===== config.mk =====
export PLATFORM = sky130hd
export DESIGN_NAME = sram_arbiter
export DESIGN_NICKNAME = d
export VERILOG_FILES = /design/src/rtl/sram_arb_pkg.sv /design/src/rtl/sram_arbiter_rr_arb2.sv /design/src/rtl/sram_arbiter.sv
export SDC_FILE = /design/constraint.sdc
export NUM_CORES = 1
export LEC_CHECK = 0
export ABC_CLOCK_PERIOD_IN_PS = 2500
export CAP_MARGIN = 25
export CORE_MARGIN = 2
export CORE_UTILIZATION = 41
export CTS_CLUSTER_DIAMETER = 120
export DETAILED_ROUTE_END_ITERATION = 10
export GPL_TIMING_DRIVEN = 0
export PLACE_DENSITY = 0.83
export SLEW_MARGIN = 10
export SYNTH_ARGS = -nofsm -noshare
export SYNTH_HDL_FRONTEND = slang
export SYNTH_SLANG_ARGS = --single-unit

===== constraint.sdc =====
create_clock -name clock_100m -period 2.5 [get_ports clock_100m]
set_input_delay 0.375 -clock clock_100m [delete_from_list [all_inputs] [get_ports clock_100m]]
set_output_delay 0.375 -clock clock_100m [all_outputs]
set_load 0.05 [all_outputs]

===== src/rtl/sram_arb_pkg.sv =====
// Shared constants and types for the SRAM slot arbiter.
// Phase values are one-hot so they can be driven straight onto the phase port.
package sram_arb_pkg;

  localparam int unsigned ADDR_W_DEF = 20;
  localparam int unsigned DATA_W_DEF = 15;

  typedef enum logic [3:0] {
    P0 = 4'b0001,
    P1 = 4'b0010,
    P2 = 4'b0100,
    P3 = 4'b1000
  } phase_e;

  typedef enum logic {
    REQ_CPU = 1'b0,
    REQ_CAM = 1'b1
  } req_e;

endpackage


===== src/rtl/sram_arbiter_rr_arb2.sv =====
// Two-way winner selection between the CPU and camera ports.
// Defining SRAM_ARB_FIXED_PRIO_EN gives ties to the camera; otherwise ties alternate.
module rr_arb2
  import sram_arb_pkg::*;
(
  input  logic cpu_req_i,
  input  logic cam_req_i,
  input  req_e last_winner_i,
  output logic any_o,
  output req_e winner_o
);

  always_comb begin
    any_o    = cpu_req_i | cam_req_i;
    winner_o = REQ_CPU;
    if (cam_req_i && !cpu_req_i) begin
      winner_o = REQ_CAM;
    end else if (cam_req_i && cpu_req_i) begin
`ifdef SRAM_ARB_FIXED_PRIO_EN
      winner_o = REQ_CAM;
`else
      winner_o = (last_winner_i == REQ_CPU) ? REQ_CAM : REQ_CPU;
`endif
    end
  end

`ifdef SRAM_ARB_FIXED_PRIO_EN
  logic last_winner_unused;
  assign last_winner_unused = (last_winner_i == REQ_CAM);
`endif

endmodule


===== src/rtl/sram_arbiter.sv =====
// Four-phase SRAM time-slot arbiter: display read in P1/P2, one CPU/camera access in P3/P0.
// Build option: SRAM_ARB_FIXED_PRIO_EN (camera always wins ties).
module sram_arbiter
  import sram_arb_pkg::*;
#(
  parameter int unsigned ADDR_W = ADDR_W_DEF,
  parameter int unsigned DATA_W = DATA_W_DEF
) (
  input  logic              clock_100m,
  input  logic              reset_100m_n,
  output logic [3:0]        phase,
  input  logic [ADDR_W-1:0] disp_addr,
  output logic [DATA_W-1:0] disp_data,
  output logic              disp_valid,
  input  logic              cpu_req,
  input  logic              cpu_we,
  input  logic [ADDR_W-1:0] cpu_addr,
  input  logic [DATA_W-1:0] cpu_wdata,
  output logic              cpu_gnt,
  output logic [DATA_W-1:0] cpu_rdata,
  output logic              cpu_rvalid,
  input  logic              cam_req,
  input  logic              cam_we,
  input  logic [ADDR_W-1:0] cam_addr,
  input  logic [DATA_W-1:0] cam_wdata,
  output logic              cam_gnt,
  output logic [DATA_W-1:0] cam_rdata,
  output logic              cam_rvalid,
  output logic [ADDR_W-1:0] SRAM_ADDR,
  output logic              SRAM_WE_N,
  output logic              SRAM_OE_N,
  output logic [15:0]       sram_dq_out,
  output logic              sram_dq_oe,
  input  logic [15:0]       sram_dq_in,
  output logic              SRAM_CE_N,
  output logic              SRAM_LB_N,
  output logic              SRAM_UB_N
);

  phase_e            phase_q, phase_d;
  logic [ADDR_W-1:0] addr_q, addr_d;
  logic              we_n_q, we_n_d;
  logic              oe_n_q, oe_n_d;
  logic [15:0]       dq_out_q, dq_out_d;
  logic              dq_oe_q, dq_oe_d;
  logic [DATA_W-1:0] disp_data_q, disp_data_d;
  logic              disp_valid_q, disp_valid_d;
  logic              cpu_gnt_q, cpu_gnt_d;
  logic              cam_gnt_q, cam_gnt_d;
  logic [DATA_W-1:0] cpu_rdata_q, cpu_rdata_d;
  logic [DATA_W-1:0] cam_rdata_q, cam_rdata_d;
  logic              cpu_rvalid_q, cpu_rvalid_d;
  logic              cam_rvalid_q, cam_rvalid_d;
  req_e              last_q, last_d;
  logic              pend_q, pend_d;
  logic              pend_we_q, pend_we_d;
  req_e              pend_who_q, pend_who_d;

  logic              arb_any;
  req_e              arb_win;
  logic              win_we;
  logic [ADDR_W-1:0] win_addr;
  logic [DATA_W-1:0] win_wdata;
  logic              dq_in_unused;

  rr_arb2 u_arb (
    .cpu_req_i     (cpu_req),
    .cam_req_i     (cam_req),
    .last_winner_i (last_q),
    .any_o         (arb_any),
    .winner_o      (arb_win)
  );

  assign win_we    = (arb_win == REQ_CAM) ? cam_we    : cpu_we;
  assign win_addr  = (arb_win == REQ_CAM) ? cam_addr  : cpu_addr;
  assign win_wdata = (arb_win == REQ_CAM) ? cam_wdata : cpu_wdata;

  always_comb begin
    case (phase_q)
      P0:      phase_d = P1;
      P1:      phase_d = P2;
      P2:      phase_d = P3;
      P3:      phase_d = P0;
      default: phase_d = P0;
    endcase
  end

  always_ff @(posedge clock_100m or negedge reset_100m_n) begin
    if (!reset_100m_n) phase_q <= P0;
    else               phase_q <= phase_d;
  end

  always_comb begin
    addr_d       = addr_q;
    we_n_d       = we_n_q;
    oe_n_d       = oe_n_q;
    dq_out_d     = dq_out_q;
    dq_oe_d      = dq_oe_q;
    disp_data_d  = disp_data_q;
    disp_valid_d = 1'b0;
    cpu_gnt_d    = 1'b0;
    cam_gnt_d    = 1'b0;
    cpu_rdata_d  = cpu_rdata_q;
    cam_rdata_d  = cam_rdata_q;
    cpu_rvalid_d = 1'b0;
    cam_rvalid_d = 1'b0;
    last_d       = last_q;
    pend_d       = pend_q;
    pend_we_d    = pend_we_q;
    pend_who_d   = pend_who_q;
    case (phase_q)
      P0: begin
        // Retire the P3/P0 access and hand the bus back to the display read.
        addr_d  = disp_addr;
        oe_n_d  = 1'b0;
        dq_oe_d = 1'b0;
        we_n_d  = 1'b1;
        pend_d  = 1'b0;
        if (pend_q && !pend_we_q) begin
          if (pend_who_q == REQ_CPU) begin
            cpu_rvalid_d = 1'b1;
            cpu_rdata_d  = sram_dq_in[DATA_W-1:0];
          end else begin
            cam_rvalid_d = 1'b1;
            cam_rdata_d  = sram_dq_in[DATA_W-1:0];
          end
        end
      end
      P2: begin
        disp_data_d  = sram_dq_in[DATA_W-1:0];
        disp_valid_d = 1'b1;
        if (arb_any) begin
          addr_d     = win_addr;
          last_d     = arb_win;
          pend_d     = 1'b1;
          pend_we_d  = win_we;
          pend_who_d = arb_win;
          cpu_gnt_d  = (arb_win == REQ_CPU);
          cam_gnt_d  = (arb_win == REQ_CAM);
          if (win_we) begin
            oe_n_d               = 1'b1;
            dq_oe_d              = 1'b1;
            dq_out_d             = '0;
            dq_out_d[DATA_W-1:0] = win_wdata;
          end
        end
      end
      P3: begin
        if (pend_q && pend_we_q) we_n_d = 1'b0;
      end
      default: ;
    endcase
  end

  always_ff @(posedge clock_100m or negedge reset_100m_n) begin
    if (!reset_100m_n) begin
      addr_q       <= '0;
      we_n_q       <= 1'b1;
      oe_n_q       <= 1'b1;
      dq_out_q     <= '0;
      dq_oe_q      <= 1'b0;
      disp_data_q  <= '0;
      disp_valid_q <= 1'b0;
      cpu_gnt_q    <= 1'b0;
      cam_gnt_q    <= 1'b0;
      cpu_rdata_q  <= '0;
      cam_rdata_q  <= '0;
      cpu_rvalid_q <= 1'b0;
      cam_rvalid_q <= 1'b0;
      last_q       <= REQ_CAM;
      pend_q       <= 1'b0;
      pend_we_q    <= 1'b0;
      pend_who_q   <= REQ_CPU;
    end else begin
      addr_q       <= addr_d;
      we_n_q       <= we_n_d;
      oe_n_q       <= oe_n_d;
      dq_out_q     <= dq_out_d;
      dq_oe_q      <= dq_oe_d;
      disp_data_q  <= disp_data_d;
      disp_valid_q <= disp_valid_d;
      cpu_gnt_q    <= cpu_gnt_d;
      cam_gnt_q    <= cam_gnt_d;
      cpu_rdata_q  <= cpu_rdata_d;
      cam_rdata_q  <= cam_rdata_d;
      cpu_rvalid_q <= cpu_rvalid_d;
      cam_rvalid_q <= cam_rvalid_d;
      last_q       <= last_d;
      pend_q       <= pend_d;
      pend_we_q    <= pend_we_d;
      pend_who_q   <= pend_who_d;
    end
  end

  assign dq_in_unused = ^sram_dq_in;

  assign phase       = phase_q;
  assign disp_data   = disp_data_q;
  assign disp_valid  = disp_valid_q;
  assign cpu_gnt     = cpu_gnt_q;
  assign cpu_rdata   = cpu_rdata_q;
  assign cpu_rvalid  = cpu_rvalid_q;
  assign cam_gnt     = cam_gnt_q;
  assign cam_rdata   = cam_rdata_q;
  assign cam_rvalid  = cam_rvalid_q;
  assign SRAM_ADDR   = addr_q;
  assign SRAM_WE_N   = we_n_q;
  assign SRAM_OE_N   = oe_n_q;
  assign sram_dq_out = dq_out_q;
  assign sram_dq_oe  = dq_oe_q;
  assign SRAM_CE_N   = 1'b0;
  assign SRAM_LB_N   = 1'b0;
  assign SRAM_UB_N   = 1'b0;

endmodule


; ---- Word level (Yosys, flattened, before mapping)
; Index checks and enable logic that the tools add are counted.
[word_totals]
regBits = 96
in_bits = 112
out_inout_bits = 96
wordCells = 70
[op_classes]
n_eq_ne = 7
mux = 27
bitwise_logic = 3
n_reduce_logical = 15
[ops]
columns = operator, count
row1 = 20-bit 2-to-1 mux, 2
row2 = 20-bit case mux with 2 select lines, 1
row3 = 1-bit 2-to-1 mux, 19
row4 = 15-bit 2-to-1 mux, 1
row5 = 4-bit case mux with 3 select lines, 1
row6 = 3-bit AND reduction, 4
row7 = 2-bit inequality test (second input constant), 3
row8 = 1-bit case mux with 2 select lines, 3
row9 = 2-bit AND reduction, 3
row10 = 4-bit by 1-bit == test with 1-bit output (second input constant), 1
row11 = 4-bit by 2-bit == test with 1-bit output (second input constant), 1
row12 = 4-bit by 3-bit == test with 1-bit output (second input constant), 1
row13 = 4-bit == test (second input constant), 1
row14 = 1-bit logical AND, 4
row15 = 2-bit nonzero test, 2
row16 = 1-bit zero test, 2
row17 = 1-bit NOT, 2
row18 = 1-bit OR, 1

; ---- Longest topological paths before layout
; Gate-level depths: netlist of the first run.
[logic_depth]
depth_word = 7
mapped_depth = 7
depth_no_buf = 5

; ---- Cells and area by module
; A second synthesis of the first run with hierarchy kept.
[hier_totals]
hier_cells = 278
area_unflattened_um2 = 4320.4
[by_module_without_submodules]
columns = module, instances, cells_each, area_each_um2, seq_area_each_um2
row1 = sram_arbiter, 1, 276, 4306.6, 2382.3
row2 = rr_arb2, 1, 2, 13.8, 0.0

; ---- Least setup slack after synthesis of the first run
; No wires, ideal clock.
[synth_path]
kind = register to register
startpoint = register phase_q[0] (netlist: phase[0])
endpoint = register cpu_rdata_q[0] (netlist: cpu_rdata[0])
setup_time_ns = 0.125
arrival_time_ns = 2.168
required_ns = 2.375
setup_slack_ns = 0.207
path_stages_with_launch = 5
path_buffers = 1
period_less_slack_ns = 2.293
cell_sequence = dfstp_2 or4b_4 nor4b_4 buf_6 mux2_2
[synth_between]
elab_chain_len = 2
[synth_rtl]
columns = element, line
row1 = "start, declared", sram_arbiter.sv:40  ; phase_e phase_q, phase_d;
row2 = "start signal, assigned", sram_arbiter.sv:90  ; else phase_q <= phase_d;
row3 = 4-bit by 1-bit == test with 1-bit output, sram_arbiter.sv:111  ; case (phase_q)
row4 = 3-bit AND reduction (no line), --
row5 = "end signal, assigned", sram_arbiter.sv:184  ; cpu_rdata_q <= cpu_rdata_d;
row6 = "end, declared", sram_arbiter.sv:50  ; logic [DATA_W-1:0] cpu_rdata_q, cpu_rdata_d;
; No other way between the ends.
; A chain may end at the register's enable or synchronous reset.

; ---- Final worst setup path of the first run
[layout_path]
startpoint = input port cpu_req
endpoint = register dq_out_q[12] (netlist: sram_dq_out[12])
[layout_between]
elab_chain_len = 5
word_cells_on_any_way = 9
cone_classes = 4 x mux / 1 x bitwise / 4 x reduce/logical
[layout_rtl]
columns = element, line
row1 = "start, declared", sram_arbiter.sv:15  ; input logic cpu_req,
row2 = 1-bit logical AND or 1-bit zero test (tied branches), "sram_arbiter_rr_arb2.sv:18, sram_arbiter_rr_arb2.sv:16"
row3 = 1-bit 2-to-1 mux or 1-bit logical AND (tied branches), "sram_arbiter_rr_arb2.sv:18, sram_arbiter_rr_arb2.sv:16"
row4 = 1-bit 2-to-1 mux, sram_arbiter_rr_arb2.sv:16  ; if (cam_req_i && !cpu_req_i) begin
row5 = 1-bit 2-to-1 mux, sram_arbiter.sv:74  ; assign win_we = (arb_win == REQ_CAM) ? cam_we : cpu_we;
row6 = 3-bit AND reduction (no line), --
row7 = "end signal, assigned", sram_arbiter.sv:178  ; dq_out_q <= dq_out_d;
row8 = "end, declared", sram_arbiter.sv:44  ; logic [15:0] dq_out_q, dq_out_d;
; Parallel ways exist; a longest one is shown, timed or not.

==> flow_summary.ini, run 1 <==
[run_status]
status = finished, final reports clean

[detailed_routing]
num_vias = 3678
route.detailed.drc = 0
dr.pass1.iters = 4
drtIter0Drc = 180
avgViaCountPerCell = 5.00
wirelength_um = 12200
avgRoutedWirePerCell_um = 16.6
ant_nets = 0

[clocking]
postCtsSetupBuffers = 0
cts_max_path_buffers = 2
cts_tree = done
clkLatencyLatePin_ps = 360
numCtsBuffers = 9
clk_pin_slew_ps = 90
root_buffer = clkbuf_8
clock_sinks = 96
htreeDepth = 3

[setup_path]
end_kind = flop
rr_startpoint = phase[0]
r2r_end = cpu_rdata[13]
crit_family = buffers and inverters
worstPathMaxFanout = 10
crit_slowest_cell = clkdlybuf4s50_1
path_buf_inv = 3
crit_path_max_incr_delay_ps = 660
start_kind = primary input
crit_chain = clkdlybuf4s50_1, a21bo_2, clkbuf_1, nand2_1, a21oi_4, buf_8, mux2_4
arrival_ps = 2660
cp.required_ps = 2750
r2r_slack_ps = 100
cp.depth = 7
rr_worst_depth = 4
path_class = primary input to flop

[sta]
whs_ps = 483
drv_slew = 0
finalCritPeriodShare_pct = 96.2
slew_headroom_pct = 57.0
timing.fmax_ghz = 0.416
hold_viol = 0
fin_crit_ps = 2410
tns_ps = 0
setup_viol = 0
rsz0062_at_grt = no
finClkSkew_ps = 8.17
setup_slack_ps = 94.5
worst_pin_slew_ps = 642

[global_route]
grt_max_degree = 62
grt_pass1_wl_um = 19300
grt_pass1_vias = 3822
grt_usage_pct = 22.0
globalRouteOverflowTotal = 0
antenna_found_initial = 0

[floorplan]
initial_core_util_pct = 41.5
die_x_um = 106
die-height_um = 106
core.rowCount = 37
boundaryPins = 208
core_um2 = 10200
die_area_um2 = 11100

[placement]
placed_cells = 718
dpl.hpwl_um = 9060
gp_congestion = 0.797
numPortBuffers = 202
place_ws_ps = -363
dpl_cell_area_um2 = 6450

[min_path]
hold_path_class = flop to flop
hold_depth = 2
worstHoldStart = disp_data[10]
hold_path_end = disp_data[10]

[power_and_ir_drop]
p_leak_nw = 2.90
total_power_mw = 5.19
ir_drop_mv = 0.563
cellPowerDensity_nw_per_um2 = 775

[cells_and_area]
nets = 706
nFillCells = 806
syn_to_final_growth_pct = 58.5
layout-drive-gt1-share_pct = 14.9
postLayoutCoreUtil_pct = 65.7
fin_area_um2 = 6690
num_antenna_cells = 0
finalNonFillerCells = 735

[synthesis]
synth_ff_type = dfrtp_1
synth_enable_flop_cells = 0
synth_seq_cells = 96
ys_warn_count = 0
async_reset_ff_share_pct = 100
ys_seq_area_share_pct = 57.0
netlist_area_um2 = 4220
ys_types = 36
syn-mean-instance-area_um2 = 11.2
syn_inst = 376

[job]
drv_cap = 0
## timing repair
item / 4_1_cts / 5_1_grt
hold endpoints to repair: 35 / 0
hold buffers: 1 / 0
endpoints found under the setup margin: 0 / 15
gates resized for setup: 0 / 1
## final cells by class
type | instances | area, um^2 | area share (%)
Buffer | 26 | 146 | 2.19
Timing Repair Buffer | 204 | 2060 | 30.7
Sequential cell | 96 | 2410 | 36.0
Multi-Input combinational cell | 252 | 1650 | 24.7
Clock buffer | 10 | 138 | 2.06
Tap cell | 136 | 170 | 2.54
Inverter | 5 | 31.3 | 0.467
Clock inverter | 6 | 90.1 | 1.35
## logic make-up (layout without fill, tap and decap cells)
kind of cell | after synthesis | count (layout) | share of synthesized area (%)
and+or+nand+nor | 133 | 133 | 13.7
DFF | 96 | 96 | 57.0
AOI/OAI and AO/OA | 68 | 68 | 11.9
muxes | 47 | 47 | 13.2
buffers and inverters | 31 | 251 | 4.21
other | 1 | 4 | 0.0888
## synth_stat cells (2+ instances only)
master,instances,share of area (%)
nor2b_1,2,0.30
inv_1,3,0.27
o32a_1,19,4.5
o21ai_0,19,2.3
buf_4,5,0.89
buf_6,2,0.53
buf_1,3,0.27
clkbuf_1,12,1.1
o22ai_1,18,2.7
dfstp_2,4,2.5
mux2_2,40,11
nand2_1,114,10
dfrtp_1,92,55
a31oi_1,3,0.44
buf_2,3,0.36
mux2_4,7,2.5
nor2_1,8,0.71
a21o_1,4,0.71
## cells in the final DEF, fill, tap and decap left out, types with 2 or more instances in the layout
| master | instances |
|---|---|
| clkdlybuf4s50_1 | 201 |
| nand2_1 | 114 |
| dfrtp_1 | 92 |
| mux2_2 | 40 |
| o21ai_0 | 19 |
| o32a_1 | 19 |
| o22ai_1 | 18 |
| clkbuf_1 | 12 |
| clkbuf_8 | 10 |
| nor2_1 | 8 |
| mux2_4 | 7 |
| buf_4 | 6 |
| dfstp_2 | 4 |
| a21o_1 | 4 |
| conb_1 | 4 |
| buf_2 | 3 |
| inv_1 | 3 |
| buf_1 | 3 |
| a31oi_1 | 3 |
| buf_6 | 2 |
| nor2b_1 | 2 |
| bufinv_16 | 2 |
## routing by layer
metal / part of all wire (%) / global-route usage, % / up-vias
li1: - / - / 1732
met1: 42 / 27.2 / 1778
met2: 50 / 37.5 / 152
met3: 6.8 / 5.32 / 16
met4: 1.5 / 7.99 / 0
met5: 0 / 0 / -
## registers in the layout, summed over array words and instances (netlist names), 4 cells and up
name / count
cpu_rdata: 15
phase: 4
SRAM_ADDR: 20
cam_rdata: 15
disp_data: 15
sram_dq_out: 15
## report_power, final
part | leakage [nW] | switching [mW] | internal [mW]
sequential | 1.13 | 0.143 | 1.81
combinational | 1.66 | 1.26 | 0.826
clock | 0.113 | 0.554 | 0.595
## worst register-to-register path, cell delays in order (launching register included)
cell	delay [ps]
dfstp_2	590
or4b_4	520
nor4b_4	580
buf_6	250
mux2_2	350
## worst max-delay path by stage
stage	from	end
after floorplan	phase[0]	cpu_rdata[0]
after global placement	reset_100m_n	cam_rdata[11]
after detailed placement	cam_req	sram_dq_out[9]
after CTS	cam_req	sram_dq_out[9]
after global routing	cpu_req	sram_dq_out[12]
final	cpu_req	sram_dq_out[12]
No activity file was read; power rests on OpenSTA's default activity.
==> inputs of run 2 (changes only) <==
CELL_PAD_IN_SITES_DETAIL_PLACEMENT = 0   (was not set)
CELL_PAD_IN_SITES_GLOBAL_PLACEMENT = 1   (was not set)
CORE_UTILIZATION = 30   (was 41)
PLACE_DENSITY = 0.82   (was 0.83)
SLEW_MARGIN = 20   (was 10)
==> run 2 against run 1 <==
Via count down 0.27%; final cell count up 6.1%; design area up 2.1%; wire length up 3.7%; critical path type unchanged; critical endpoint is now sram_dq_out[8]; sequential share of layout area down 0.72 points; clock skew down 1.7 ps; global-route usage down 5.1 points; critical path depth unchanged.
==> flow_summary.ini, run 2 (synthesis results as in run 1) <==
[run_status]
status = finished, final reports clean

[min_path]
worstHoldStart = disp_data[7]
hold_depth = 2
hold_path_end = disp_data[7]
hold_path_class = flop to flop

[floorplan]
die_area_um2 = 15000
initial_core_util_pct = 30.5
core.rowCount = 43
core_um2 = 13800
die-height_um = 123
boundaryPins = 208
die_x_um = 123

[placement]
place_ws_ps = -376
dpl.hpwl_um = 9490
numPortBuffers = 202
gp_congestion = 0.808
placed_cells = 762
dpl_cell_area_um2 = 6510

[setup_path]
path_class = primary input to flop
start_kind = primary input
worstPathMaxFanout = 10
rr_worst_depth = 7
arrival_ps = 2600
crit_path_max_incr_delay_ps = 640
rr_startpoint = phase[1]
crit_chain = clkdlybuf4s50_1, a21bo_2, clkbuf_1, nand2_1, a21oi_4, buf_8, mux2_4
cp.required_ps = 2720
r2r_slack_ps = 260
end_kind = flop
crit_slowest_cell = clkdlybuf4s50_1
r2r_end = sram_dq_out[8]

[global_route]
grt-busiest-layer = met2
globalRouteOverflowTotal = 0
grt_pass1_vias = 3779
antenna_found_initial = 0
grt_pass1_wl_um = 19600
use_met3_pct = 6.41
use_met1_pct = 20.6
grt_usage_pct = 16.9
grt_use_met2_pct = 27.9
grt_max_degree = 54

[sta]
finClkSkew_ps = 6.45
fin_crit_ps = 2380
hold_viol = 0
worst_pin_slew_ps = 627
setup_viol = 0
timing.fmax_ghz = 0.420
slew_headroom_pct = 58.2
rsz0062_at_grt = no
finalCritPeriodShare_pct = 95.1
drv_slew = 0
setup_slack_ps = 122
tns_ps = 0

[cells_and_area]
syn_to_final_growth_pct = 61.7
layout_common_cells = clkdlybuf4s50_1 (201), nand2_1 (114), dfrtp_1 (92), mux2_2 (40)
nets = 707
layout-drive-gt1-share_pct = 15.2
fin_area_um2 = 6830
finalNonFillerCells = 780
largest_reg_flops = 20
num_antenna_cells = 0
final_common_cell = clkdlybuf4s50_1
nFillCells = 1257

[clocking]
clock_sinks = 96
clk_pin_slew_ps = 70
cts_max_path_buffers = 2
htreeDepth = 3
root_buffer = clkbuf_16
cts_tree = done
numCtsBuffers = 9
clkLatencyLatePin_ps = 340

[power_and_ir_drop]
cellPowerDensity_nw_per_um2 = 793
p_leak_nw = 2.94
ir_drop_mv = 0.603

[detailed_routing]
ant_nets = 0
wirelength_um = 12700
route.detailed.drc = 0
avgRoutedWirePerCell_um = 16.3
num_vias = 3668
dr.pass1.iters = 4
drtIter0Drc = 108
avgViaCountPerCell = 4.70

[job]
drv_cap = 0
-- run 2: timing repair --
item	in CTS	in global routing
hold buffers	1	0
resized for setup	1	2
setup buffers	0	1
setup endpoints to repair	1	11
endpoints found under the hold margin	40	0
pin swaps	0	1
-- run 2: metrics by stage --
| step | util [%] | power (mW) | hold WS [ps] |
|---|---|---|---|
| after global routing | 49.4 | 5.66 | 507 |
| after global placement | 46.9 | 4.05 | 457 |
| after CTS | 49.3 | 5.49 | 479 |
| after detailed placement | 47.1 | 4.08 | 327 |
| final | 49.4 | 5.42 | 475 |
| after floorplan | - | 3.24 | 79.4 |
-- run 2: how the worst max path moves through the flow --
stage,start,endpoint,slack (ps),cells past startpoint
CTS,phase[0],cpu_rdata[3],30,4
global route,cpu_req,sram_dq_out[8],10,7
floorplan,phase[0],cpu_rdata[0],210,4
global placement,reset_100m_n,cam_rdata[8],-2510,1
finish,cpu_req,sram_dq_out[8],120,7
detailed placement,cam_req,sram_dq_out[8],-380,6
-- run 2: final cells by class --
class / count / area [um^2] / area share [%]
Inverter: 5 / 31.3 / 0.458
Clock buffer: 9 / 225 / 3.30
Multi-Input combinational cell: 252 / 1650 / 24.2
Clock inverter: 7 / 72.6 / 1.06
Tap cell: 180 / 225 / 3.30
Sequential cell: 96 / 2410 / 35.2
Buffer: 26 / 148 / 2.16
Timing Repair Buffer: 205 / 2070 / 30.3
-- run 2: metal layers --
layer | share of wire (%) | vias up
li1 | - | 1742
met1 | 41 | 1758
met2 | 48 | 156
met3 | 10 | 12
met4 | 1.1 | 0
met5 | 0 | -
-- run 2: critical path: cells and delay by family --
family                 cells  cell delay (ps)
AND/OR/NAND/NOR            1              170
AO/OA/AOI/OAI              2              540
multiplexers               1              310
buffers and inverters      3             1200
-- run 2: where the power goes --
group	total (mW)	switching [mW]	leakage, nW	internal (mW)
clock	1.37	0.597	0.141	0.775
sequential	1.95	0.143	1.13	1.81
combinational	2.09	1.27	1.67	0.829
total	5.42	2.01	2.94	3.41
